===== src/rtl/ama_riscv_defines.sv =====
// Shared constants for the AMA RISC-V core: NOP encoding, immediate
// selector codes and register-file geometry.
package ama_riscv_defines;

  localparam logic [31:0] NOP = 32'h0000_0013;

  localparam int REG_NUM = 32;
  localparam int REG_AW  = 5;

  localparam logic [2:0] IG_I = 3'd1;
  localparam logic [2:0] IG_S = 3'd2;
  localparam logic [2:0] IG_B = 3'd3;
  localparam logic [2:0] IG_J = 3'd4;
  localparam logic [2:0] IG_U = 3'd5;

endpackage


===== src/rtl/ama_riscv_reg_file.sv =====
// Integer register file: x1..x31 storage, x0 hardwired to zero,
// two combinational read ports with write-through bypass.
module ama_riscv_reg_file
  import ama_riscv_defines::*;
(
  input  logic              clk,
  input  logic              rst,
  input  logic              we,
  input  logic [REG_AW-1:0] addr_d,
  input  logic [31:0]       data_d,
  input  logic [REG_AW-1:0] addr_a,
  input  logic [REG_AW-1:0] addr_b,
  output logic [31:0]       data_a,
  output logic [31:0]       data_b
);

  logic [31:0] r_regs [1:REG_NUM-1];
  logic        w_wr;

  assign w_wr = we && (addr_d != '0);

  // contents are not cleared; reset only blocks writes
  always_ff @(posedge clk) begin
    if (!rst && w_wr) begin
      r_regs[addr_d] <= data_d;
    end
  end

  function automatic logic [31:0] rd_port(
    input logic [REG_AW-1:0] a
  );
    if (a == '0)
      return 32'h0;
    else if (w_wr && (a == addr_d))
      return data_d;
    else
      return r_regs[a];
  endfunction

  assign data_a = rd_port(addr_a);
  assign data_b = rd_port(addr_b);

endmodule


===== src/rtl/ama_riscv_id_stage.sv =====
// Decode stage: register-file read, immediate generation and the
// ID/EX pipeline register with stall/clear control.
module ama_riscv_id_stage
  import ama_riscv_defines::*;
(
  input  logic        clk,
  input  logic        rst,
  input  logic [31:0] inst_id,
  input  logic [31:0] pc_id,
  input  logic [2:0]  ig_sel,
  input  logic        reg_we_id,
  input  logic        stall_id,
  input  logic        clear_ex,
  input  logic        reg_we_wb,
  input  logic [4:0]  rd_wb,
  input  logic [31:0] data_wb,
  output logic [31:0] inst_ex,
  output logic [31:0] pc_ex,
  output logic [31:0] rs1_data_ex,
  output logic [31:0] rs2_data_ex,
  output logic [31:0] imm_ex,
  output logic [4:0]  rd_ex,
  output logic        reg_we_ex
);

  logic [31:0] w_rs1_data;
  logic [31:0] w_rs2_data;
  logic [31:0] w_imm;
  logic [4:0]  w_rd;
  logic        w_we;

  ama_riscv_reg_file u_rf (
    .clk    (clk),
    .rst    (rst),
    .we     (reg_we_wb),
    .addr_d (rd_wb),
    .data_d (data_wb),
    .addr_a (inst_id[19:15]),
    .addr_b (inst_id[24:20]),
    .data_a (w_rs1_data),
    .data_b (w_rs2_data)
  );

  always_comb begin
    w_imm = 32'h0;
    case (ig_sel)
      IG_I: w_imm = {{20{inst_id[31]}}, inst_id[31:20]};
      IG_S: w_imm = {{20{inst_id[31]}}, inst_id[31:25],
                     inst_id[11:7]};
      IG_B: w_imm = {{19{inst_id[31]}}, inst_id[31], inst_id[7],
                     inst_id[30:25], inst_id[11:8], 1'b0};
      IG_J: w_imm = {{11{inst_id[31]}}, inst_id[31],
                     inst_id[19:12], inst_id[20],
                     inst_id[30:21], 1'b0};
      IG_U: w_imm = {inst_id[31:12], 12'h000};
      default: w_imm = 32'h0;
    endcase
  end

  assign w_rd = inst_id[11:7];
  assign w_we = reg_we_id && (w_rd != 5'd0);

  always_ff @(posedge clk) begin
    if (rst || clear_ex) begin
      inst_ex     <= NOP;
      pc_ex       <= 32'h0;
      rs1_data_ex <= 32'h0;
      rs2_data_ex <= 32'h0;
      imm_ex      <= 32'h0;
      rd_ex       <= 5'd0;
      reg_we_ex   <= 1'b0;
    end else if (!stall_id) begin
      inst_ex     <= inst_id;
      pc_ex       <= pc_id;
      rs1_data_ex <= w_rs1_data;
      rs2_data_ex <= w_rs2_data;
      imm_ex      <= w_imm;
      rd_ex       <= w_rd;
      reg_we_ex   <= w_we;
    end
  end

endmodule

===== config.mk =====
export PLATFORM = sky130hd
export DESIGN_NAME = ama_riscv_id_stage
export DESIGN_NICKNAME = d
export VERILOG_FILES = /design/src/rtl/ama_riscv_defines.sv /design/src/rtl/ama_riscv_reg_file.sv /design/src/rtl/ama_riscv_id_stage.sv
export SDC_FILE = /design/constraint.sdc
export NUM_CORES = 2
export LEC_CHECK = 0
export BUFFER_PORTS_ARGS = -buffer_cell sky130_fd_sc_hd__buf_2
export CAP_MARGIN = 25
export CELL_PAD_IN_SITES_DETAIL_PLACEMENT = 0
export CELL_PAD_IN_SITES_GLOBAL_PLACEMENT = 1
export CORE_AREA = 2 2 309 311
export DETAILED_ROUTE_END_ITERATION = 12
export DIE_AREA = 0 0 311 313
export MAX_ROUTING_LAYER = met4
export PLACE_DENSITY = 0.84
export SETUP_SLACK_MARGIN = 0.15
export SYNTH_ARGS = -nofsm -noshare
export SYNTH_HDL_FRONTEND = slang
export SYNTH_SLANG_ARGS = --single-unit

===== constraint.sdc =====
create_clock -name clk -period 6.3 [get_ports clk]
set_input_delay 1.575 -clock clk [delete_from_list [all_inputs] [get_ports clk]]
set_output_delay 1.575 -clock clk [all_outputs]
set_load 0.01 [all_outputs]

After elaboration in Yosys (flattened, before gate mapping)
Memories as Yosys holds them, arrays and structs flattened.
Cells that the tools add are included.

cells by class
  equality and inequality tests = 7
  multiplexer cells = 7
  reductions and logical operators = 11

operators by type and width
  cell                                                             count
  32-bit one-hot mux with 5 select lines                           1
  32-bit two-way mux                                               4
  5-bit == test                                                    2
  5-bit logical NOT                                                2
  5-bit nonzero test                                               2
  3-bit by 2-bit == test with 1-bit output, second input constant  2
  3-bit == test, second input constant                             2
  1-bit logical AND                                                5
  3-bit by 1-bit == test with 1-bit output, second input constant  1
  1-bit two-way mux                                                2
  1-bit logical NOT                                                1
  1-bit logical OR                                                 1

storage, ports and cells
  flip-flop bits (word level) = 166
  RAM bits = 992
  input port bits = 110
  output and inout port bits = 166
  logic and storage cells = 33
  memories kept = 1

memory list
  memory       words  width  read ports  clocked after memory_dff  wr ports  line                      RTL
  u_rf.r_regs  31     32     2           0                         1         ama_riscv_reg_file.sv:17  logic [31:0] r_regs [1:REG_NUM-1];

Longest topological paths before layout
  word-level depth = 5
  mapped depth = 10
  depth with buffers taken out = 5

By module
From an unflattened synthesis, not the netlist that was laid out.

second synthesis, totals
  cell total of the unflattened synthesis = 3258
  area total of the unflattened synthesis = 52838.2 um^2

modules (own cells, without submodules)
  module              instances  cells each  area an instance (um^2)  sequential area each (um^2)
  ama_riscv_reg_file  1          2677        46873.7                  29788.6
  ama_riscv_id_stage  1          581         5964.5                   3223.1

Worst setup path before layout
Ideal clock, no wire load.

  path kind = input to register
  start = in rd_wb[1]
  end = mem u_rf.r_regs[12][0], enable pin
  setup time = 421 ps
  arrival time = 3640 ps
  required time = 5879 ps
  setup slack = 2239 ps
  stages = 4
  path buffers = 1
  path through = clkbuf_1 nor3b_1 nand3b_1 nor2_1

between the ends
  cells in the longest elaborated chain, start to end = 5

RTL lines
  item                                     line                      RTL
  from (decl)                              ama_riscv_id_stage.sv:15  input logic [4:0] rd_wb,
  5-bit nonzero test                       ama_riscv_reg_file.sv:20  assign w_wr = we && (addr_d != '0);
  1-bit logical AND                        ama_riscv_reg_file.sv:20
  1-bit logical AND                        ama_riscv_reg_file.sv:24  if (!rst && w_wr) begin
  1-bit two-way mux                        ama_riscv_reg_file.sv:24
  1-bit two-way mux (not written as such)  ama_riscv_reg_file.sv:25  r_regs[addr_d] <= data_d;
  to (decl)                                ama_riscv_reg_file.sv:17

Parallel ways exist; a longest one is shown, timed or not.

Final worst setup path
  start = in inst_id[22]
  end = reg rs2_data_ex[6]

between the ends
  cells in the longest elaborated chain, start to end = 4
  elaborated cells on any way between the ends = 6
  classes of those cells = eq/ne (1); mux (2); reduce/logical (2); memory (1)

RTL lines
  item                                                                        line                      RTL
  from (decl)                                                                 ama_riscv_id_stage.sv:8   input logic [31:0] inst_id,
  parallel branches: the longest is 3 deep, another holds memory 31 x 32 bit  -
  32-bit two-way mux *                                                        ama_riscv_reg_file.sv:32  if (a == '0)
  to (signal assigned)                                                        ama_riscv_id_stage.sv:76  rs2_data_ex <= w_rs2_data;
  to (decl)                                                                   ama_riscv_id_stage.sv:20  output logic [31:0] rs2_data_ex,

Mark *: on every way between the ends.
A chain may end at the register's enable or synchronous reset.

==> flow_summary_export.csv <==
group,metric,value,unit
logic_synthesis,synth_ff_type,"edfxtp_1",
power,pwr-share-comb,8.4,%
cts,cts_setup_buffers,0,
logic_synthesis,ys_types,57,
global_route,grt_pass1_wl,225000,um
critical_path,crit_fanout,84,
critical_path,crit_type,"input pin to flop",
cts,cts_buffers,115,
layout,post-route-util,62.8,%
logic_synthesis,synth.most_common_cell,"edfxtp_1",
critical_path,rr_startpoint,"u_rf.r_regs[28][5]$_DFFE_PP_",
cts,cts_resized,0,
floorplan,std_cell_rows,113,
critical_path,reg2regPathDepth,5,
power,p_int,12.8,mW
logic_synthesis,synth_top_area_share,57.0,%
logic_synthesis,yosys_warnings,0,
global_route,grt_antenna_before_repair,8,
status,status,"complete, no violations",
drt,dr.pass1.iters,6,
sta,finalCriticalPeriod,4.12,ns
sta,setup_tns,0,ns
floorplan,start_util,55.5,%
critical_path,r2r_slack,3.79,ns
power,p_switching,3.87,mW
cts,tritoncts,"done",
cts,htree_levels,3,
hold_path,hold_path_end,"imm_ex[31]$_SDFFE_PP0N_",
drt,vias,34400,
drt,vias_per_cell,6.77,
hold_path,whs_path_depth,2,
place,io_buffers,275,
cts,clock_sinks,1153,
layout,fillCellCount,6903,
sta,maxSlewViolCount,0,
logic_synthesis,synth_seq_cells,1153,
floorplan,pin_count,276,
sta,tightestPinTransition,1.14,ns
hold_path,hp-class,"flop to flop",
critical_path,startpoint_type,"input pin",
sta,post-route-period-util,65.4,%
flow_run,cap_violations,0,
cts,cts_buffer_depth,3,
floorplan,coreArea,94200,um^2
layout,ff_latch_area,33000,um^2
layout,stdcell_count,5083,
power,pwr_density_cell,282,nW/um^2
layout,area_growth_syn_to_layout,13.2,%
logic_synthesis,syn_avg_cell_area,15.0,um^2
logic_synthesis,async_flop_share,0,%
place,dp.cells,4848,
sta,grt_setup_unrepaired,"no",
drt,drc,0,
global_route,grt_max_degree,91,
critical_path,arrival,4.68,ns
drt,ant_nets,0,
logic_synthesis,synth.net_count,3583,
power,clock_power_share,41.1,%
sta,hold_viol_final,0,
critical_path,endpoint_kind,"flop",
global_route,gr-total-overflow,0,
cts,clk_pin_slew_worst_paths,0.06,ns
power,power.total,16.7,mW
layout,multi_input_area,18000,um^2
global_route,grt_usage,32.5,%
critical_path,r2r-end,"rs1_data_ex[5]$_SDFFE_PP0N_",
drt,wl,156000,um
power,switching_share,23.2,%
drt,drtIter0Drc,4438,
layout,layout.nets,3818,
logic_synthesis,ys_seq_area_share,63.2,%
drt,route.detailed.wl_per_inst,30.7,um
logic_synthesis,yosysTopAreaCell,"edfxtp_1",
sta,finalSetupViolCount,0,
logic_synthesis,synth_edf_count,992,
sta,slew_headroom,21.7,%
logic_synthesis,synth.top_cells.by_area,"edfxtp_1, mux2i_1, mux4_2",
global_route,grt_pass1_vias,33000,
place,place_hpwl,96600,um
power,p_leak,21.0,nW
sta,fmax,0.243,GHz
layout,drive_gt1_share,22.3,%
cts,clk_latency,0.71,ns
critical_path,critical_path_required,6.86,ns
power,p_seq_share,50.5,%
sta,finClkSkew,0.0218,ns
floorplan,fp.dieH,313,um
cts,holdBufCountCts,0,
floorplan,die_x,311,um
power,peakVddDrop,213,uV
cts,clockRootBuffer,"clkbuf_16",
logic_synthesis,synthTopCellsByCount,"edfxtp_1, mux2i_1, nor2_1, mux4_2, dfxtp_1",
logic_synthesis,synth_area,52200,um^2
place,gp_congestion,0.889,
floorplan,die_area,97300,um^2
logic_synthesis,synthCells,3473,
hold_path,hp-start,"imm_ex[31]$_SDFFE_PP0N_",
## power by group through the flow
stage	clock network [mW]	logic [mW]	registers, mW
2_1_floorplan	0	0.800	8.58
3_3_place_gp	0	1.33	8.57
3_5_place_dp	0	1.35	8.58
4_1_cts	6.88	1.36	8.41
5_1_grt	7.20	1.46	8.42
6_report	6.85	1.40	8.42
## worst max-delay path by stage
stage                      startpoint                      endpoint  slack [ns]  cells past startpoint
after floorplan              rd_wb[1]  u_rf.r_regs[12][0]$_DFFE_PP_        2.24                      4
after global placement    inst_id[20]  rs2_data_ex[15]$_SDFFE_PP0N_        1.56                      7
after detailed placement  inst_id[20]  rs2_data_ex[15]$_SDFFE_PP0N_        1.57                      7
after CTS                 inst_id[20]  rs2_data_ex[15]$_SDFFE_PP0N_        2.28                      7
after global routing      inst_id[20]  rs2_data_ex[25]$_SDFFE_PP0N_        2.20                      7
final                     inst_id[22]   rs2_data_ex[6]$_SDFFE_PP0N_        2.18                      7
## layer usage
metal | global-route usage (%) | part of all wire [%]
met1 | 44.0 | 39
met2 | 47.4 | 45
met3 | 9.43 | 13
met4 | 11.3 | 3.3
met5 | - | 0
## area by class of cell
cell class              instances  share of cell area [%]
multi-input cells            2019                    30.5
clock buffers                 147                    5.38
flip-flops and latches       1153                    55.8
repair buffers                406                    4.43
inverters                      13                  0.0825
diodes                          9                  0.0381
well taps                    1265                    2.68
clock inverters                71                    1.03
## layout by cell type (no fill, tap or decap), drive strengths merged, types with 54 or more instances in the layout
cell type,instances
a31oi,62
mux4,195
a22o,62
o22ai,159
buf,400
clkbuf,151
dfxtp,161
nor2,396
nor3,68
a21oi,81
nand2,54
mux2i,636
edfxtp,992
## state kept, by name, summed over array words and instances (netlist names)
| signal | flops |
|---|---|
| inst_ex | 32 |
| rs1_data_ex | 32 |
| u_rf.r_regs | 992 |
| imm_ex | 32 |
| reg_we_ex | 1 |
| pc_ex | 32 |
| rs2_data_ex | 32 |
## worst max-delay path: stages
cell and delay (ns):
buf_8 0.59, or3b_2 0.90, buf_4 0.34, o22ai_1 0.10
a2111oi_0 0.79, a31oi_1 0.12, o2bb2ai_1 0.16
## cell families after synthesis
kind of cell / synth area share [%]
flip-flops: 63.2
multiplexers: 20.6
AO/OA/AOI/OAI: 8.44
AND/OR/NAND/NOR: 4.73
buffers and inverters: 2.84
XOR/XNOR: 0.218
## metrics by stage
stage          area [um^2]  hold WS (ns)  setup WS, ns
2_1_floorplan        52200         0.486          2.24
3_5_place_dp         55200         0.458          1.57
3_3_place_gp         55000         0.447          1.56
5_1_grt              59100         0.486          2.20
6_report             59100         0.468          2.18
4_1_cts              59000         0.467          2.28
Power figures use the tool's default switching activity.
